===== config.mk =====
export PLATFORM = sky130hd
export DESIGN_NAME = axi_add_arbiter
export DESIGN_NICKNAME = d
export VERILOG_FILES = /design/src/rtl/axi_add_arbiter.sv
export SDC_FILE = /design/constraint.sdc
export NUM_CORES = 1
export LEC_CHECK = 0
export BUFFER_PORTS_ARGS = -buffer_cell sky130_fd_sc_hd__clkbuf_2
export CORE_AREA = 2 2 309 311
export CTS_BUF_LIST = sky130_fd_sc_hd__clkbuf_16
export DETAILED_ROUTE_END_ITERATION = 8
export DIE_AREA = 0 0 311 313
export SYNTH_ARGS = -nofsm -noshare
export SYNTH_HDL_FRONTEND = slang
export SYNTH_SLANG_ARGS = --single-unit

===== constraint.sdc =====
create_clock -name clk -period 7.5 [get_ports clk]
set_input_delay 1.5 -clock clk [delete_from_list [all_inputs] [get_ports clk]]
set_output_delay 1.5 -clock clk [all_outputs]
set_load 0.005 [all_outputs]

===== src/rtl/axi_add_arbiter.sv =====
// axi_add_arbiter: round-robin front end sharing one pipelined AXI-stream adder.
// Requester ID rides in the adder user field; results are routed back by ID.
module axi_add_arbiter #(
  parameter int NUM_REQ         = 4,
  parameter int DWIDTH          = 64,
  parameter int IDW             = 2,
  parameter int MAX_OUTSTANDING = 8
) (
  input  logic                      clk,
  input  logic                      aresetn,
  input  logic [NUM_REQ-1:0]        s_valid,
  output logic [NUM_REQ-1:0]        s_ready,
  input  logic [NUM_REQ*DWIDTH-1:0] s_data_a,
  input  logic [NUM_REQ*DWIDTH-1:0] s_data_b,
  output logic [NUM_REQ-1:0]        r_valid,
  input  logic [NUM_REQ-1:0]        r_ready,
  output logic [DWIDTH-1:0]         r_result,
  output logic                      r_carry,
  output logic                      add_s_valid,
  input  logic                      add_s_ready,
  output logic [DWIDTH-1:0]         add_s_data_a,
  output logic [DWIDTH-1:0]         add_s_data_b,
  output logic [IDW-1:0]            add_s_user,
  input  logic                      add_m_valid,
  output logic                      add_m_ready,
  input  logic [DWIDTH-1:0]         add_m_result,
  input  logic                      add_m_carry,
  input  logic [IDW-1:0]            add_m_user,
  output logic [7:0]                outstanding,
  output logic                      err
);

  localparam logic [7:0]   MAX_C = 8'(MAX_OUTSTANDING);
  localparam logic [IDW:0] NR_C  = (IDW+1)'(NUM_REQ);

  logic [IDW-1:0]         rr_ptr_q, rr_ptr_d;
  logic [7:0]             out_q, out_d;
  logic                   err_q, err_d;

  logic [2*NUM_REQ-1:0]   dbl;
  logic [NUM_REQ-1:0]     rot;
  logic [IDW:0]           sum;
  logic [IDW:0]           nxt;
  logic [IDW-1:0]         gnt;
  logic                   any_v;
  logic                   credit_ok;
  logic                   issue;
  logic                   ret;
  logic                   user_ok;
  logic                   sel_rdy;

  assign dbl       = {s_valid, s_valid};
  assign rot       = NUM_REQ'(dbl >> rr_ptr_q);
  assign credit_ok = (out_q < MAX_C);

  // Rotated priority scan: lowest offset from the pointer wins.
  always_comb begin
    any_v = 1'b0;
    sum   = '0;
    for (int k = NUM_REQ-1; k >= 0; k--) begin
      if (rot[k]) begin
        any_v = 1'b1;
        sum   = {1'b0, rr_ptr_q} + (IDW+1)'(k);
      end
    end
    if (sum >= NR_C) sum = sum - NR_C;
    gnt = sum[IDW-1:0];
  end

  // Forward the granted operands and raise its ready.
  always_comb begin
    add_s_data_a = '0;
    add_s_data_b = '0;
    s_ready      = '0;
    for (int i = 0; i < NUM_REQ; i++) begin
      if (gnt == IDW'(i)) begin
        add_s_data_a = s_data_a[i*DWIDTH +: DWIDTH];
        add_s_data_b = s_data_b[i*DWIDTH +: DWIDTH];
        s_ready[i]   = aresetn & any_v & credit_ok & add_s_ready;
      end
    end
  end

  assign add_s_valid = aresetn & any_v & credit_ok;
  assign add_s_user  = gnt;
  assign issue       = add_s_valid & add_s_ready;

  // Route the adder output to the requester named in the user field.
  always_comb begin
    r_valid = '0;
    user_ok = 1'b0;
    sel_rdy = 1'b0;
    for (int i = 0; i < NUM_REQ; i++) begin
      if (add_m_user == IDW'(i)) begin
        user_ok    = 1'b1;
        sel_rdy    = r_ready[i];
        r_valid[i] = aresetn & add_m_valid;
      end
    end
  end

  assign add_m_ready = aresetn & (user_ok ? sel_rdy : 1'b1);
  assign r_result    = add_m_result;
  assign r_carry     = add_m_carry;
  assign ret         = add_m_valid & add_m_ready;

  // Next pointer, credit count and sticky error.
  always_comb begin
    rr_ptr_d = rr_ptr_q;
    out_d    = out_q;
    err_d    = err_q;
    nxt      = {1'b0, gnt} + 1'b1;
    if (nxt == NR_C) nxt = '0;
    if (issue) rr_ptr_d = nxt[IDW-1:0];
    if (issue && !ret) begin
      out_d = out_q + 8'd1;
    end else if (ret && !issue && out_q != 8'd0) begin
      out_d = out_q - 8'd1;
    end
    if (ret && out_q == 8'd0) err_d = 1'b1;
    if (add_m_valid && !user_ok) err_d = 1'b1;
  end

  // State registers.
  always_ff @(posedge clk or negedge aresetn) begin
    if (!aresetn) begin
      rr_ptr_q <= '0;
      out_q    <= '0;
      err_q    <= 1'b0;
    end else begin
      rr_ptr_q <= rr_ptr_d;
      out_q    <= out_d;
      err_q    <= err_d;
    end
  end

  assign outstanding = out_q;
  assign err         = err_q;

endmodule


==> flow_metrics.py <==
metrics = {
    "floorplan": {
        "core_um2": 94160,
        "die_area_um2": 97340,
        "die-height_um": 313,
        "rows": 113,
        "start_util_pct": 6.078,
        "io_pins": 805,
        "die_w_um": 311,
    },
    "critical_path": {
        "critPathCaptureType": "primary output",
        "critPathMaxStageDelay_ns": 0.82,
        "crit_chain": "clkbuf_2 -> nor2b_1 -> a21oi_1 -> o22ai_1 -> a21oi_1 -> inv_1 -> ha_4 -> buf_4 -> nand3b_1 -> a21oi_1 -> a21oi_1 -> o21ai_1 -> clkbuf_2",
        "critical_path.startpoint_type": "input pin",
        "cp_slowest_cell": "ha_4",
        "cp.buffers_inverters": 4,
        "reg2reg_depth": 9,
        "crit_family": "buffers and inverters",
        "rr_startpoint": "outstanding[7]$_DFFE_PN0P_",
        "cp_num_cells": 13,
        "critPathKind": "in2out",
        "crit_start": "s_valid[0]",
        "critPathCapture": "add_s_data_b[0]",
        "cp_common_cell": "a21oi_1",
        "crit_arrival_ns": 4.90,
        "critPathMaxFanout": 71,
        "critical_path_required_ns": 6.00,
        "rr_endpoint": "outstanding[6]$_DFFE_PN0P_",
        "reg2reg_slack_ns": 4.72,
    },
    "logic_synthesis": {
        "synth_nets": 1636,
        "ys_seq_elements": 11,
        "async_reset_ff_share_pct": 100.0,
        "netlist_top_cells_area": "a21oi_1, nand2_1, nand3b_1, o21ai_1, buf_4",
        "synth_most_common_cell": "a21oi_1",
        "synth_ff_type": "dfrtp_1",
        "yosysTopAreaCell": "a21oi_1",
        "yosysSeqAreaShare_pct": 4.810,
        "synth_edf_count": 0,
        "synth.distinct_cells": 44,
        "synth_area_um2": 5723,
        "synthCells": 1033,
        "synth_top_cells_by_count": "a21oi_1, nand2_1, nand3b_1, o21ai_1, clkbuf_1",
        "synth_area_per_cell_um2": 5.540,
        "yosys_warnings": 0,
        "yosysTopAreaCellShare_pct": 23.00,
    },
    "timing": {
        "finalSetupViolations": 0,
        "tightest_slew_ns": 1.020,
        "skew_ns": 0.008453,
        "fin_tns_setup_ns": 0,
        "period_needed_ns": 6.403,
        "hold_slack_ns": 0.4768,
        "relSlewSlack_pct": 31.99,
        "timing.final.hold_violations": 0,
        "finalCritPeriodShare_pct": 85.37,
        "max_freq_mhz": 156.2,
        "rsz0062_at_grt": "no",
        "drv_slew": 0,
    },
    "grt": {
        "grt_usage_pct": 11.70,
        "grt_max_degree": 92,
        "grt_pass1_vias": 8938,
        "grt-ovfl-total": 0,
        "grt_pass1_wl_um": 78150,
        "antenna_found_initial": 47,
    },
    "routing": {
        "dr_total_vias": 9734,
        "ant_nets": 0,
        "drt_wl_total_um": 60730,
        "viasPerCell": 3.430,
        "firstDrtPassIters": 6,
        "drc": 0,
        "post_drt_wl_per_cell_um": 21.40,
        "dr.first_iter.drc_count": 551,
    },
    "finish": {
        "instances_no_fill": 2838,
        "area_growth_pct": 77.26,
        "num-nets-final": 2164,
        "drive_above_1_share_pct": 45.45,
    },
    "place": {
        "dpl.hpwl_um": 54190,
        "gp_congestion": 0.8512,
        "dp.cells": 2821,
        "portBuffers": 674,
    },
    "clock_network": {
        "numCtsBuffers": 3,
        "holdBufCountCts": 0,
        "clkSinkCount": 11,
        "clk_transition_reported_paths_ns": 0.05,
        "htree_levels": 1,
        "cts_tree": "done",
        "root_buffer": "clkbuf_16",
        "clk_latency_ns": 0.24,
        "cts_setup_buffers": 0,
        "cts_resized": 0,
        "cts_max_path_buffers": 2,
    },
    "power": {
        "ir_drop_uv": 131.2,
        "p_leak_uw": 0.004500,
        "power_density_nw_per_um2": 278.2,
    },
    "flow_run": {
        "maxCapViolations": 0,
    },
    "worst_hold_path": {
        "hp-class": "reg2reg",
    },
    "run_status": {
        "status": "complete, no violations",
    },
}
==> state kept, by name, summed over array words and instances (netlist names) <==
register     flops
outstanding      8
rr_ptr_q         2
err              1
==> per-stage QoR <==
stage               area [um2]  setup WS [ns]  power [uW]  util, %
floorplan                 5723          2.550        1584        -
global placement         10030         0.9582        2749    10.66
detailed placement       10030         0.9519        2773    10.66
CTS                      10110         0.9342        2880    10.74
global route             10130         0.8074        3122    10.76
finish                   10140          1.097        2822    10.77
==> final cells by class <==
class	count	area (um2)
tap	1265	1583
multi-input combinational	852	4607
clock buffer	3	75.07
clock inverter	1	3.754
antenna	13	32.53
fill	11170	84020
inverter	6	22.52
sequential	11	275.3
timing repair buffer	687	3546
==> worst min-delay path by stage <==
| stage | startpoint | to | slack [ns] | depth (start not counted) |
|---|---|---|---|---|
| floorplan | err$_DFFE_PN0P_ | err$_DFFE_PN0P_ | 0.46 | 1 |
| global placement | err$_DFFE_PN0P_ | err$_DFFE_PN0P_ | 0.47 | 1 |
| detailed placement | err$_DFFE_PN0P_ | err$_DFFE_PN0P_ | 0.47 | 1 |
| CTS | err$_DFFE_PN0P_ | err$_DFFE_PN0P_ | 0.48 | 1 |
| global route | err$_DFFE_PN0P_ | err$_DFFE_PN0P_ | 0.51 | 1 |
| finish | err$_DFFE_PN0P_ | err$_DFFE_PN0P_ | 0.48 | 1 |
==> kinds of logic after synthesis <==
kind of cell | share of synthesized area [%]
muxes | 2.361
buffers and inverters | 15.57
xor gates and xnor gates | 1.071
DFF | 4.810
and+or+nand+nor | 36.53
AOI/OAI and AO/OA | 36.90
adders and majority gates | 2.755
==> power by group <==
group,switching (uW),internal (uW)
Clock,27.6,70.1
Sequential,44.7,90.0
Combinational,1570,1020
==> metal layers <==
layer / vias up / wire length [um] / global-route usage [%] / part of all wire, %
met3: 152 / 5740 / 3.679 / 9.5
met4: 22 / 2377 / 3.821 / 3.9
met1: 4343 / 24900 / 14.42 / 41
met2: 635 / 27590 / 19.28 / 45
li1: 4582 / - / - / -
met5: - / 130 / 0 / 0.21
==> cell usage in the layout, fill, tap and decap left out, drive strengths merged <==
master  count
clkbuf    677
a21oi     263
nand2     260
o21ai     132
nand3b    129
diode      13
buf        13
dfrtp      11
ha         11
nor2        9
inv         7
mux2        7
and2        4
xor2        4
o22ai       4
xnor2       3
mux2i       3
o21a        2
a211oi      2
o211ai      2
a21o        2
nor3        2
nand3       2
or3         2
nor2b       1
a22o        1
or4         1
nand2b      1
and3        1
a31oi       1
a41o        1
o21bai      1
fa          1
(Power assumes the default switching activity.)
